<file path="config.mk">
export PLATFORM = sky130hd
export DESIGN_NAME = lsu_flat
export DESIGN_NICKNAME = d
export VERILOG_FILES = /design/src/rtl/lsu_pkg.sv /design/src/rtl/lsu_if.sv /design/src/rtl/lsu_align.sv /design/src/rtl/lsu.sv /design/src/flat_wrapper.sv
export SDC_FILE = /design/constraint.sdc
export NUM_CORES = 1
export LEC_CHECK = 0
export BUFFER_PORTS_ARGS = -buffer_cell sky130_fd_sc_hd__buf_2
export CORE_ASPECT_RATIO = 0.9
export CORE_MARGIN = 2
export CORE_UTILIZATION = 40
export CTS_BUF_LIST = sky130_fd_sc_hd__clkbuf_16
export DETAILED_ROUTE_END_ITERATION = 10
export PLACE_DENSITY = 0.66
export SLEW_MARGIN = 10
export SYNTH_ARGS = -nofsm -noshare
export SYNTH_HDL_FRONTEND = slang
export SYNTH_SLANG_ARGS = --single-unit
export TNS_END_PERCENT = 30
</file>
<file path="constraint.sdc">
create_clock -name clk -period 7.1 [get_ports clk]
set_clock_uncertainty 0.15 [all_clocks]
set_input_delay 1.42 -clock clk [delete_from_list [all_inputs] [get_ports clk]]
set_output_delay 1.42 -clock clk [all_outputs]
set_load 0.005 [all_outputs]
</file>
<file path="src/rtl/lsu_pkg.sv">
// Shared LSU definitions: op codes, FSM encoding and lane geometry.
// Op bit 3 marks stores and bit 2 marks zero-extending loads.
package lsu_pkg;

  localparam int BYTE_W    = 8;
  localparam int NUM_LANES = 4;

  typedef enum logic [3:0] {
    LSU_LB  = 4'h0,
    LSU_LH  = 4'h1,
    LSU_LW  = 4'h2,
    LSU_LBU = 4'h4,
    LSU_LHU = 4'h5,
    LSU_SB  = 4'h8,
    LSU_SH  = 4'h9,
    LSU_SW  = 4'hA
  } lsu_op_e;

  typedef enum logic [1:0] {
    ST_IDLE   = 2'd0,
    ST_ACCESS = 2'd1,
    ST_RESP   = 2'd2
  } lsu_state_e;

  function automatic logic op_is_store(input logic [3:0] op);
    return op[3];
  endfunction

endpackage

</file>
<file path="src/rtl/lsu_if.sv">
// Data-memory bus between the LSU (master) and memory (slave).
interface lsu_if #(
  parameter int ADDR_W = 32,
  parameter int XLEN   = 32
);
  logic              mem_req;
  logic              mem_we;
  logic [ADDR_W-1:0] mem_addr;
  logic [3:0]        mem_wstrb;
  logic [XLEN-1:0]   mem_wdata;
  logic              mem_ack;
  logic [XLEN-1:0]   mem_rdata;

  modport master (
    output mem_req, mem_we, mem_addr, mem_wstrb, mem_wdata,
    input  mem_ack, mem_rdata
  );

  modport slave (
    input  mem_req, mem_we, mem_addr, mem_wstrb, mem_wdata,
    output mem_ack, mem_rdata
  );
endinterface

</file>
<file path="src/rtl/lsu_align.sv">
// Combinational store lane/strobe generation and load extraction/extension.
// bad flags misaligned halves/words and any op code outside the legal set.
module lsu_align
  import lsu_pkg::*;
#(
  parameter int XLEN = 32
) (
  input  logic [3:0]      op,
  input  logic [1:0]      off,
  input  logic [XLEN-1:0] wdata,
  input  logic [XLEN-1:0] rword,
  output logic            bad,
  output logic            we,
  output logic [3:0]      wstrb,
  output logic [XLEN-1:0] wlane,
  output logic [XLEN-1:0] rext
);

  logic [NUM_LANES-1:0][BYTE_W-1:0] wl;
  logic [NUM_LANES-1:0][BYTE_W-1:0] rl;
  logic [BYTE_W-1:0]                rbyte;
  logic [2*BYTE_W-1:0]              rhalf;

  assign rl    = rword;
  assign rbyte = rl[off];
  assign rhalf = off[1] ? rword[31:16] : rword[15:0];

  // Sub-word stores replicate the source so every lane carries it; strobes pick the lane.
  for (genvar i = 0; i < NUM_LANES; i++) begin : g_lane
    assign wl[i] = (op == LSU_SB) ? wdata[BYTE_W-1:0] :
                   (op == LSU_SH) ? wdata[BYTE_W*(i%2) +: BYTE_W] :
                                    wdata[BYTE_W*i +: BYTE_W];
  end
  assign wlane = wl;

  always_comb begin
    bad   = 1'b0;
    we    = op_is_store(op);
    wstrb = 4'b0000;
    rext  = '0;
    case (op)
      LSU_LB:  rext = {{(XLEN-BYTE_W){rbyte[BYTE_W-1]}}, rbyte};
      LSU_LBU: rext = {{(XLEN-BYTE_W){1'b0}}, rbyte};
      LSU_LH: begin
        rext = {{(XLEN-2*BYTE_W){rhalf[2*BYTE_W-1]}}, rhalf};
        bad  = off[0];
      end
      LSU_LHU: begin
        rext = {{(XLEN-2*BYTE_W){1'b0}}, rhalf};
        bad  = off[0];
      end
      LSU_LW: begin
        rext = rword;
        bad  = |off;
      end
      LSU_SB:  wstrb = 4'b0001 << off;
      LSU_SH: begin
        wstrb = off[1] ? 4'b1100 : 4'b0011;
        bad   = off[0];
      end
      LSU_SW: begin
        wstrb = 4'b1111;
        bad   = |off;
      end
      default: begin
        bad = 1'b1;
        we  = 1'b0;
      end
    endcase
  end

endmodule

</file>
<file path="src/rtl/lsu.sv">
// RV32I load/store unit: one data-memory transaction per request over req/ack,
// stalling the core until done; misaligned or illegal ops finish without memory access.
module lsu
  import lsu_pkg::*;
#(
  parameter int ADDR_W = 32,
  parameter int XLEN   = 32
) (
  input  logic              clk,
  input  logic              rst,
  input  logic              req_valid,
  input  logic [3:0]        req_op,
  input  logic [ADDR_W-1:0] addr,
  input  logic [XLEN-1:0]   wdata,
  output logic              stall,
  output logic              done,
  output logic [XLEN-1:0]   rdata,
  output logic              misalign,
  lsu_if.master             mem
);

  lsu_state_e      state, nxt;
  logic [3:0]      op_q;
  logic [1:0]      off_q;
  logic            mis_q;

  logic [3:0]      a_op;
  logic [1:0]      a_off;
  logic            a_bad;
  logic            a_we;
  logic [3:0]      a_wstrb;
  logic [XLEN-1:0] a_wlane;
  logic [XLEN-1:0] a_rext;
  logic            accept;

  // In IDLE the aligner decodes the incoming request; afterwards it serves the latched op.
  assign a_op   = (state == ST_IDLE) ? req_op    : op_q;
  assign a_off  = (state == ST_IDLE) ? addr[1:0] : off_q;
  assign accept = (state == ST_IDLE) && req_valid;

  lsu_align #(.XLEN(XLEN)) u_align (
    .op    (a_op),
    .off   (a_off),
    .wdata (wdata),
    .rword (mem.mem_rdata),
    .bad   (a_bad),
    .we    (a_we),
    .wstrb (a_wstrb),
    .wlane (a_wlane),
    .rext  (a_rext)
  );

  always_ff @(posedge clk) begin
    if (rst) state <= ST_IDLE;
    else     state <= nxt;
  end

  always_comb begin
    nxt         = state;
    stall       = 1'b0;
    done        = 1'b0;
    misalign    = 1'b0;
    mem.mem_req = 1'b0;
    case (state)
      ST_IDLE: begin
        stall = req_valid;
        if (req_valid) nxt = a_bad ? ST_RESP : ST_ACCESS;
      end
      ST_ACCESS: begin
        stall       = 1'b1;
        mem.mem_req = 1'b1;
        if (mem.mem_ack) nxt = ST_RESP;
      end
      ST_RESP: begin
        done     = 1'b1;
        misalign = mis_q;
        nxt      = ST_IDLE;
      end
      default: nxt = ST_IDLE;
    endcase
  end

  always_ff @(posedge clk) begin
    if (rst) begin
      op_q          <= 4'h0;
      off_q         <= 2'b00;
      mis_q         <= 1'b0;
      rdata         <= '0;
      mem.mem_we    <= 1'b0;
      mem.mem_addr  <= '0;
      mem.mem_wstrb <= 4'b0000;
      mem.mem_wdata <= '0;
    end else begin
      if (accept) begin
        op_q  <= req_op;
        off_q <= addr[1:0];
        mis_q <= a_bad;
        // Bus fields only move for a real access so they stay stable across ACCESS.
        if (!a_bad) begin
          mem.mem_addr  <= {addr[ADDR_W-1:2], 2'b00};
          mem.mem_we    <= a_we;
          mem.mem_wstrb <= a_we ? a_wstrb : 4'b0000;
          mem.mem_wdata <= a_wlane;
        end
      end
      if (state == ST_ACCESS && mem.mem_ack) begin
        mem.mem_we    <= 1'b0;
        mem.mem_wstrb <= 4'b0000;
        if (!op_is_store(op_q)) rdata <= a_rext;
      end
    end
  end

endmodule

</file>
<file path="src/flat_wrapper.sv">
// flat-port wrapper written by rule: the top's interface ports become plain ports
module lsu_flat import lsu_pkg::*;
#(
  parameter int ADDR_W = 32,
  parameter int XLEN   = 32
)
  (clk, rst, req_valid, req_op, addr, wdata, stall, done, rdata, misalign, mem_mem_req, mem_mem_we, mem_mem_addr, mem_mem_wstrb, mem_mem_wdata, mem_mem_ack, mem_mem_rdata);
  lsu_if #(.ADDR_W(ADDR_W), .XLEN(XLEN)) mem_i ();
  input  logic clk;
  input  logic rst;
  input  logic req_valid;
  input  logic [3:0] req_op;
  input  logic [ADDR_W-1:0] addr;
  input  logic [XLEN-1:0] wdata;
  output logic stall;
  output logic done;
  output logic [XLEN-1:0] rdata;
  output logic misalign;
  output wire logic [$bits(mem_i.mem_req)-1:0] mem_mem_req;
  output wire logic [$bits(mem_i.mem_we)-1:0] mem_mem_we;
  output wire logic [$bits(mem_i.mem_addr)-1:0] mem_mem_addr;
  output wire logic [$bits(mem_i.mem_wstrb)-1:0] mem_mem_wstrb;
  output wire logic [$bits(mem_i.mem_wdata)-1:0] mem_mem_wdata;
  input wire logic [$bits(mem_i.mem_ack)-1:0] mem_mem_ack;
  input wire logic [$bits(mem_i.mem_rdata)-1:0] mem_mem_rdata;
  assign mem_mem_req = mem_i.mem_req;
  assign mem_mem_we = mem_i.mem_we;
  assign mem_mem_addr = mem_i.mem_addr;
  assign mem_mem_wstrb = mem_i.mem_wstrb;
  assign mem_mem_wdata = mem_i.mem_wdata;
  assign mem_i.mem_ack = mem_mem_ack;
  assign mem_i.mem_rdata = mem_mem_rdata;
  lsu #(.ADDR_W(ADDR_W), .XLEN(XLEN)) u_core (.clk(clk), .rst(rst), .req_valid(req_valid), .req_op(req_op), .addr(addr), .wdata(wdata), .stall(stall), .done(done), .rdata(rdata), .misalign(misalign), .mem(mem_i));
endmodule
</file>
* Word-level counts from Yosys, hierarchy flattened
Index checks and enable logic that the tools add are counted.
W data, S select, Z words.
** Word-level totals
- Register bits after elaboration :: 108
- Input port bits :: 104
- Output and inout port bits :: 105
- Word-level logic and storage cells :: 61
** Operators by class
- $lt $le $gt $ge :: 1
- Equal/unequal tests :: 11
- Shifts and indexed selects :: 1
- Muxes and demuxes :: 24
- Bitwise operators :: 2
- Reduce and logical (&&, ||, !) cells :: 13
** Operators with widths (count)
- $pmux W32 S5 :: 1
- $mux W8 :: 6
- $bmux W8 S2 :: 1
- $mux W16 :: 1
- $eq A4 B4 Y1 const B :: 3
- $mux W4 :: 3
- $pmux W4 S3 :: 1
- $eq A4 B3 Y1 const B :: 2
- $mux W2 :: 4
- $reduce_or A8 Y1 :: 1
- $reduce_and A2 Y1 :: 3
- $reduce_or A2 Y1 :: 3
- $reduce_or A3 Y1 :: 2
- $eq A4 B1 Y1 const B :: 1
- $eq A4 B2 Y1 const B :: 1
- $logic_not A4 Y1 :: 1
- $mux W1 :: 4
- $ne A2 B2 Y1 const B :: 2
- $pmux W2 S2 :: 1
- $shl A1 B2 Y4 const A :: 1
- $lt A2 B3 Y1 const B :: 1
- $pmux W1 S3 :: 1
- $eq A2 B1 Y1 const B :: 1
- $eq A2 B2 Y1 const B :: 1
- 4 further kinds :: 6

* Depth between registers and ports, before layout
Gate-level depths: netlist (run 1).
- Word-level depth :: 8
- Mapped depth :: 9
- Depth with buffers taken out :: 5

* Hierarchy
Synthesis (run 1) repeated with hierarchy kept, for this count alone.
** Second synthesis, totals
- Cell total of the unflattened synthesis :: 710
- Area, all modules :: 5216.3 um^2
** Modules (own cells, without submodules)
- lsu :: instances 1, cells an instance 483, area an instance 3912.5 um^2, sequential area each 2162.1 um^2
- lsu_align :: instances 1, cells an instance 227, area an instance 1303.8 um^2, sequential area each 0.0 um^2

* Worst setup path before layout (run 1)
OpenSTA, ideal clock, no wires.
- Path kind :: input port to flip-flop
- Start :: input port req_op[2]
- End :: register u_core.mem.mem_wdata[10]
- Setup time :: 0.123 ns
- Arrival time :: 3.106 ns
- Data required time :: 6.827 ns
- Setup slack :: 3.721 ns
- Stages on the path :: 7
- Path buffers :: 2
- Cell sequence :: or4b_1 o21a_1 buf_2 nor3_1 or4_4 buf_6 mux2_1
** On the way
- Cells in the longest elaborated chain, start to end :: 6
- Elaborated cells between the ends (all ways) :: 16
- Classes of those cells :: 7 x eq/ne; 3 x mux; 1 x bitwise; 5 x reduce/logical
** RTL lines
- start: declaration :: RTL line flat_wrapper.sv:12 : input logic [3:0] req_op;
- $mux W4 (*) :: RTL line lsu.sv:37 : assign a_op = (state == ST_IDLE) ? req_op : op_q;
- $eq A4 B4 Y1, or another cell as far along :: RTL line lsu_align.sv:41 : case (op)
- $reduce_or A3 Y1 (no source line) or $reduce_or A2 Y1 (tied branches)
- $pmux W1 S3 :: RTL line lsu_align.sv:41
- $not A1 Y1 (no source line)
- $reduce_and A2 Y1 (no source line)
- end signal: assignment :: RTL line lsu.sv:103 : mem.mem_wdata <= a_wlane;
- end: declaration :: RTL line lsu_if.sv:15 : output mem_req, mem_we, mem_addr, mem_wstrb, mem_wdata,
Every way passes the cells marked *; elsewhere a longest branch is shown, timed or not.
A chain may end at the register's enable or synchronous reset.

* Final worst setup path (run 1)
- Start :: input port req_op[2]
- End :: register u_core.mem.mem_wdata[12]
The elaborated chain is that of the path after synthesis.

==> results of run 1 <==
[kinds of logic (layout without fill, tap and decap cells)]
logic type,count (synthesis),in the layout
other,1,3
muxes,87,87
AOI/OAI and AO/OA,171,171
DFF,108,108
buffers and inverters,65,230
and+or+nand+nor,238,238
[how the worst min path moves through the flow]
stage | slack [ns] | to | cells after the start
finish | 0.32 | u_core.mem.mem_wstrb[2]$_SDFFE_PP0P_ | 2
detailed placement | 0.30 | u_core.mem.mem_wstrb[2]$_SDFFE_PP0P_ | 2
CTS | 0.32 | u_core.mem.mem_wstrb[2]$_SDFFE_PP0P_ | 2
floorplan | 0.30 | u_core.off_q[1]$_SDFFE_PP0P_ | 2
global route | 0.33 | u_core.mem.mem_we$_SDFFE_PP0P_ | 2
global placement | 0.30 | u_core.mem.mem_wstrb[2]$_SDFFE_PP0P_ | 2
[worst min-delay path, cell delays in order, from the launching register on]
cell,delay (ns)
dfxtp_1,0.31
nand2_1,0.05
mux2i_1,0.06
[routing by layer]
layer | share of wire | wire length (um)
met1 | 0.47 | 8270
met2 | 0.44 | 7740
met5 | 0 | 0
met3 | 0.062 | 1090
met4 | 0.024 | 418
[synthesized netlist by cell type, types with 2 or more instances]
| cell type | n |
|---|---|
| mux2_1 | 8 |
| mux2_2 | 8 |
| nand2b_1 | 94 |
| inv_1 | 3 |
| nand4_1 | 8 |
| nand3_1 | 9 |
| o21ai_1 | 3 |
| a211oi_1 | 42 |
| nor3_1 | 12 |
| dfxtp_1 | 108 |
| nor2_1 | 12 |
| and3_1 | 2 |
| o21ai_0 | 14 |
| and2_1 | 5 |
| a21oi_1 | 59 |
| mux4_2 | 9 |
| buf_2 | 15 |
| o21a_1 | 2 |
| a21o_1 | 8 |
| o31ai_1 | 9 |
| or3b_1 | 3 |
| nor2b_1 | 41 |
| nor4_1 | 2 |
| mux2i_1 | 62 |
| a311o_1 | 8 |
| clkbuf_1 | 40 |
| buf_6 | 2 |
| nand2_1 | 39 |
| buf_1 | 2 |
| a221oi_1 | 15 |
| buf_4 | 3 |
[flip-flops by register name (all words and copies together) (netlist names), 2 cells and up]
name	cells
u_core.mem.mem_wdata	32
u_core.rdata	32
u_core.mem.mem_addr	30
u_core.off_q	2
u_core.mem.mem_wstrb	4
u_core.op_q	4
u_core.state	2
[stage by stage]
stage               hold WS [ns]  cell area (um2)  utilization  std cells
floorplan                  0.297             6020            -        671
global placement           0.304             7080        0.481       1018
detailed placement         0.299             7080        0.481       1018
CTS                        0.318             7390        0.502       1034
global route               0.330             7390        0.502       1034
finish                     0.317             7390        0.502       1035
[cell type report]
class                      instances  area [um2]
clock inverter                     7        82.6
inverter                           3        11.3
clock buffer                       9         225
sequential                       108        2160
antenna                            1        2.50
fill                            1436        7320
multi-input combinational        498        3590
timing repair buffer             211        1070
tap                              198         248
[power by group]
part | switching, uW | leakage, uW | internal (uW)
Combinational | 371 | 0.00219 | 268
Clock | 223 | 0.000158 | 305
Sequential | 46.2 | 0.000878 | 675
==> impl_metrics.tcl, run 1 <==
set metrics [dict create \
    required_ns 7.18 \
    grtUsageTotal 0.215 \
    start_util 0.409 \
    critPathTopFamily "simple AND/OR/NAND/NOR gates" \
    netlist.area_leader.share 0.359 \
    outcome "finished, final reports clean" \
    hp-class "register to register" \
    worstReg2RegStart "u_core.state[0]$_SDFFE_PP0P_" \
    cp_max_fo 29 \
    fin_crit_ns 3.77 \
    clkTransAtPathRegs_ns 0.07 \
    finalHoldViolations 0 \
    cts-root-buf "clkbuf_16" \
    synthFlopType "dfxtp_1" \
    area_growth_pct 22.9 \
    syn_area_per_cell_um2 8.98 \
    die_area_um2 16000 \
    cp-endpoint "u_core.mem.mem_wdata[12]$_SDFFE_PP0P_" \
    final_cell_mix "buf_2, dfxtp_1, nand2b_1" \
    cts-buffers-inserted 9 \
    finalSetupViolations 0 \
    ys_ff_latch 108 \
    maxSlewViolCount 0 \
    fmax_mhz 265 \
    synth_top_family_by_area "simple AND/OR/NAND/NOR gates" \
    die_width_um 133 \
    cts_max_level 3 \
    grt.overflow.total 0 \
    startpoint "req_op[2]" \
    grt_util_met1 0.306 \
    vias 5565 \
    crit_chain "buf_2 -> or4b_1 -> o21a_1 -> nor3_1 -> or4_4 -> mux2_1" \
    critPathKind "input pin to register" \
    endpoint_kind "register" \
    layout-drive-gt1-share 0.303 \
    cts_setup_buffers 0 \
    synthSimpleGateAreaFrac 0.229 \
    met3_usage 0.0419 \
    cp_slowest_cell "or4b_1" \
    synthMuxAreaShare 0.167 \
    synthCells 670 \
    synth.distinct_cells 54 \
    met2_usage 0.326 \
    synth_compound_area_frac 0.197 \
    power_uw 1890 \
    rsz0062_at_grt "no" \
    ant_nets 0 \
    layout_commonest_cell "buf_2" \
    drt_iter0_drc 330 \
    hold_buffers 0 \
    final_nets 935 \
    setup_tns_ns 0 \
    leakage_uw 0.00323 \
    vdd_drop_max_mv 0.158 \
    busiest_layer "met2" \
    p_per_area_nw_per_um2 255 \
    start_kind "input pin" \
    tightest_slew_ns 1.09 \
    cts.sinks 108 \
    crit_buf_inv 1 \
    clock_latency_ns 0.35 \
    finalWorstSetupSlack_ns 3.33 \
    row_count 42 \
    drt_wl_total_mm 17.5 \
    cp.arrival_ns 3.85 \
    drtPass1Iterations 4 \
    grt_max_degree 89 \
    syn_area_um2 6020 \
    core_um2 14700 \
    synth_area_leader_cell "dfxtp_1" \
    cts_resized 0 \
    grt_pass1_vias 5147 \
    slowest_delay_ns 0.55 \
    clock_path_buffers 2 \
    yosysSeqAreaShare 0.359 \
    grt_pass1_wl_mm 27.6 \
    pin_count 209 \
    post-route-drc-count 0 \
    synth_edf_count 0 \
    crit-reg2reg-capture "u_core.rdata[20]$_SDFFE_PP0P_" \
    hp-start "u_core.mem.mem_wstrb[2]$_SDFFE_PP0P_" \
    cts_tree "done" \
    vias_per_cell 5.38 \
    synth_adder_area_share 0 \
    pre_cts_ws_ns 2.99 \
    wire_per_inst_um 16.9 \
    io_buffer_count 206 \
    hpwlAfterDp_mm 12.2 \
    r2r_cells 5 \
    max-slew-margin-rel 0.276 \
    rrSetupSlack_ns 3.80 \
    die_h_um 120 \
    gp_congestion 0.818 \
    period_share 0.531 \
    synth_warnings 0 \
    async_reset_ff_frac 0 \
    drv_cap 0 \
    synth_area_leaders "dfxtp_1, mux2i_1, nand2b_1" \
    synth-xor-area-share 0 \
    antenna_found_initial 0 \
    crit_cells 6 \
]
Power figures use the tool's default switching activity.
==> run 2: changes to the inputs <==
ABC_AREA = 1   (was unset)
PLACE_DENSITY = 0.68   (was 0.66)
clock period = 3.6 ns   (was 7.1 ns; I/O delays follow)
==> run 2 against run 1 <==
  * Synthesized area fell by 10%
  * Cell area down 8.4%
  * Utilization increased by 0.81 points
  * Setup slack worse by 2.5 ns
  * Sequential cell count is the same
  * First-iteration DRC count is 17% higher
  * Routed wire length down 3.8%
  * Critical endpoint is now u_core.mem.mem_addr[9]$_SDFFE_PP0P_
==> impl_metrics.tcl, run 2 <==
set metrics [dict create \
    clkTransAtPathRegs_ns 0.08 \
    finalSetupViolations 0 \
    cp.arrival_ns 2.92 \
    maxSlewViolCount 0 \
    drt_wl_total_mm 16.8 \
    synth.distinct_cells 27 \
    cp_max_fo 60 \
    synth_edf_count 0 \
    clock_path_buffers 2 \
    grt_max_degree 88 \
    ant_nets 0 \
    syn_area_per_cell_um2 6.53 \
    layout_commonest_cell "nand2_1" \
    fin_crit_ns 2.79 \
    vias_per_cell 5.12 \
    cts-buffers-inserted 9 \
    hp-class "register to register" \
    reg.largest.list "u_core.mem.mem_wdata x32, u_core.rdata x32, u_core.mem.mem_addr x30" \
    met2_usage 0.355 \
    cts_setup_buffers 0 \
    drtPass1Iterations 5 \
    core_um2 13300 \
    row_count 40 \
    utilization 0.510 \
    fmax_mhz 358 \
    final_nets 1104 \
    synthCells 829 \
    leakage_uw 0.00333 \
    synthFlopType "dfxtp_1" \
    cts_max_level 3 \
    hpwlAfterDp_mm 11.6 \
    io_buffer_count 206 \
    fin_hold_ws_ns 0.310 \
    syn_area_um2 5410 \
    vdd_drop_max_mv 0.606 \
    synth_warnings 0 \
    outcome "finished, final reports clean" \
    pre_cts_ws_ns 0.662 \
    area_growth_pct 25.1 \
    netlist.area_leader.share 0.399 \
    endpoint_kind "register" \
    wire_per_inst_um 14.3 \
    finalWorstSetupSlack_ns 0.806 \
    cts_resized 0 \
    antenna_found_initial 1 \
    layout-drive-gt1-share 0.252 \
    grtUsageTotal 0.227 \
    die_width_um 127 \
    setup_tns_ns 0 \
    synth_common_cells "nand2_1, nand3_1, a21oi_1, dfxtp_1, inv_1" \
    start_util 0.408 \
    die_area_um2 14500 \
    yosysSeqAreaShare 0.399 \
    drt_iter0_drc 385 \
    post-route-drc-count 0 \
    start_kind "register" \
    cts.sinks 108 \
    dpl-instance-area_um2 6450 \
    finalHoldViolations 0 \
    grt_pass1_wl_mm 26.7 \
    p_per_area_nw_per_um2 827 \
    vias 6017 \
    met3_usage 0.0785 \
    period_share 0.776 \
    ys_ff_latch 108 \
    post-synth-top-count-cell "nand2_1" \
    die_h_um 114 \
    clock_latency_ns 0.36 \
    async_reset_ff_frac 0 \
    hold_buffers 0 \
    required_ns 3.73 \
    tightest_slew_ns 0.965 \
    rsz0062_at_grt "no" \
    drv_cap 0 \
    gp_congestion 0.836 \
    stdcell_area_um2 6770 \
    cts-root-buf "clkbuf_16" \
    final_cell_mix "nand2_1, buf_2, nand3_1" \
    cts_tree "done" \
    grt.overflow.total 0 \
    max-slew-margin-rel 0.357 \
    critPathKind "register to register" \
    grt_util_met1 0.299 \
    synth_area_leaders "dfxtp_1, nand2_1, nand3_1" \
    synth_area_leader_cell "dfxtp_1" \
    pin_count 209 \
    busiest_layer "met2" \
    grt_pass1_vias 5429 \
]
-- run 2: changes by cell type after synthesis, sizes merged, moves of 42 or more --
cell,delta
nand2,+256
nand3,+117
mux2i,-62
inv,+46
a211oi,-42
nand2b,-87
a21oi,+56
-- run 2: cell type report --
cell class              count  area, um2
flip-flops and latches    108       2160
inverters                  49        184
repair buffers            216       1120
diodes                      2       5.00
clock inverters             7       86.3
fillers                  1403       6490
multi-input cells         616       2780
well taps                 168        210
clock buffers               9        225
-- run 2: power by group --
part           internal, uW  switching, uW
Combinational           947           2000
Sequential             1470            147
Clock                   550            486
Total                  2970           2630
-- run 2: path summary, 6_finish.rpt --
path / cells after the start / end / startpoint / slack, ns
worst min register to register: 2 / u_core.mem.mem_addr[31]$_SDFFE_PP0P_ / u_core.mem.mem_addr[31]$_SDFFE_PP0P_ / 0.31
worst min-delay path: 2 / u_core.mem.mem_addr[31]$_SDFFE_PP0P_ / u_core.mem.mem_addr[31]$_SDFFE_PP0P_ / 0.31
worst max register to register: 10 / u_core.mem.mem_addr[9]$_SDFFE_PP0P_ / u_core.state[1]$_SDFFE_PP0P_ / 0.81
worst max-delay path: 10 / u_core.mem.mem_addr[9]$_SDFFE_PP0P_ / u_core.state[1]$_SDFFE_PP0P_ / 0.81
-- run 2: per-layer routing --
metal  vias to the layer above  part of all wire  wire, um
met2                       232              0.44      7440
met4                         0             0.019       314
met1                      2725              0.44      7460
li1                       3036                 -         -
met3                        24             0.097      1630
met5                         -                 0         0
-- run 2: critical path, cell delays in order (launching register included) --
cell and delay [ns]:
dfxtp_1 0.38, nor2_4 0.30, nand2_1 0.11, nand2_2 0.39, nand2_1 0.18, nand2_1 0.11
nand2_1 0.11, nor2_4 0.11, buf_4 0.51, nand3_1 0.16, a21oi_1 0.18
-- run 2: cells by family after synthesis --
logic type / Yosys count / synth area share
other cells: 1 / 0.000693
simple gates: 464 / 0.371
flops: 108 / 0.399
buf+inv: 106 / 0.0881
compound gates: 150 / 0.140
-- run 2: per-stage QoR --
step                      power (uW)  cells
after CTS                       5640   1173
after global placement          4570   1157
after global routing            6080   1174
after detailed placement        4580   1157
final                           5600   1175
after floorplan                 3850    830
==> run 3: changes to the inputs <==
clock period = 2.7 ns   (was 3.6 ns; I/O delays follow)
==> run 3 against run 2 <==
  * Via count down 0.80%
  * Count of clock-buffer cells in the layout unchanged
  * Critical path depth down 1
  * Sequential cell count unchanged
  * Cell area up 1.2%
  * Total power up 36%
  * Largest cell class unchanged
==> impl_metrics.tcl, run 3 (same netlist as run 2, synthesis figures left out) <==
set metrics [dict create \
    io_buffer_count 206 \
    maxSlewViolCount 0 \
    fin_hold_ws_ns 0.291 \
    outcome "finished, final reports clean" \
    rsz0062_at_grt "no" \
    dpl-instance-area_um2 6550 \
    setup_tns_ns 0 \
    required_ns 2.81 \
    fin_cells 1181 \
    tightest_slew_ns 0.612 \
    drt_wl_total_mm 16.8 \
    drv_cap 0 \
    pre_cts_ws_ns 0.328 \
    critPathKind "register to register" \
    post-route-drc-count 0 \
    hpwlAfterDp_mm 11.8 \
    die_h_um 114 \
    cts.sinks 108 \
    row_count 40 \
    grt_pass1_vias 5399 \
    cts_tree "done" \
    fin_crit_ns 2.37 \
    layout_commonest_cell "nand2_1" \
    internal-power_uw 4030 \
    finalWorstSetupSlack_ns 0.327 \
    antenna_found_initial 0 \
    core_um2 13300 \
    drt_iter0_drc 514 \
    ant_nets 0 \
    p_clk_frac 0.176 \
    grtUsageTotal 0.228 \
    gp_congestion 0.849 \
    final_cell_mix "nand2_1, buf_2, nand3_1" \
    finalSetupViolations 0 \
    layout-drive-gt1-share 0.258 \
    clkTransAtPathRegs_ns 0.08 \
    combPwrFrac 0.541 \
    cts-root-buf "clkbuf_16" \
    fmax_mhz 421 \
    cts_setup_buffers 0 \
    reg.largest.list "u_core.mem.mem_wdata x32, u_core.rdata x32, u_core.mem.mem_addr x30" \
    grt_pass1_wl_mm 26.8 \
    p_per_area_nw_per_um2 1110 \
    clock_latency_ns 0.36 \
    die_width_um 127 \
    grt_max_degree 88 \
    cp_max_fo 16 \
    vdd_drop_max_mv 0.953 \
    max-slew-margin-rel 0.588 \
    period_share 0.879 \
    pin_count 209 \
    final_nets 1112 \
    wire_per_inst_um 14.3 \
    hold_buffers 0 \
    start_kind "register" \
    stdcell_area_um2 6850 \
    cts_max_level 3 \
    cts_resized 0 \
    cp.arrival_ns 2.49 \
    dp_cells 1165 \
    start_util 0.408 \
    vias 5969 \
    switching_share 0.471 \
    cts-buffers-inserted 9 \
    hp-class "input pin to register" \
    leakage_uw 0.00339 \
    drtPass1Iterations 5 \
    antenna_cells 0 \
    die_area_um2 14500 \
    endpoint_kind "register" \
    p_sw_uw 3580 \
    power_frac_seq 0.283 \
    vias_per_cell 5.05 \
    clock_path_buffers 2 \
    area_growth_pct 26.6 \
    nFillCells 1364 \
    finalHoldViolations 0 \
    grt.overflow.total 0 \
]
run 3: layout make-up:
class	instances	area, um2	area share
Sequential cell	108	2160	0.316
Tap cell	168	210	0.0307
Inverter	49	184	0.0268
Timing Repair Buffer	224	1220	0.178
Multi-Input combinational cell	616	2780	0.405
Clock inverter	7	75.1	0.0110
Clock buffer	9	225	0.0329
run 3: stage by stage:
stage	util	power [uW]
after floorplan	-	5130
after global routing	0.517	8280
after CTS	0.517	7650
final	0.517	7610
after detailed placement	0.494	6290
after global placement	0.494	6260
run 3: path summary, 6_finish.rpt:
check                                            start                               endpoint  slack (ns)  cells past startpoint
hold reg to reg   u_core.mem.mem_addr[17]$_SDFFE_PP0P_   u_core.mem.mem_addr[17]$_SDFFE_PP0P_        0.31                      2
hold / removal                                addr[21]   u_core.mem.mem_addr[21]$_SDFFE_PP0P_        0.29                      3
setup reg to reg          u_core.state[1]$_SDFFE_PP0P_  u_core.mem.mem_wdata[27]$_SDFFE_PP0P_        0.33                      9
setup / recovery          u_core.state[1]$_SDFFE_PP0P_  u_core.mem.mem_wdata[27]$_SDFFE_PP0P_        0.33                      9
run 3: worst max-delay path: stages (launching register included):
cell and delay [ns]:
dfxtp_1 0.38, nor2_4 0.28, nand2_1 0.10, nand2_2 0.26, buf_4 0.23, nand2_1 0.36
a21oi_1 0.27, o21ai_0 0.11, nor2_1 0.09, nor2_1 0.05
run 3: power by group through the flow:
| stage | Sequential [uW] | Combinational (uW) | Clock, uW |
|---|---|---|---|
| floorplan | 2210 | 2920 | 0 |
| global placement | 2180 | 4090 | 0 |
| detailed placement | 2190 | 4110 | 0 |
| CTS | 2150 | 4130 | 1380 |
| global route | 2190 | 4650 | 1440 |
| finish | 2150 | 4120 | 1340 |
run 3: per-layer routing:
metal  GRT usage  wire (um)  up-vias
li1            -          -     3041
met1       0.311       7610     2665
met2       0.358       7530      237
met3      0.0519       1370       26
met4      0.0784        333        0
met5           0          0        -
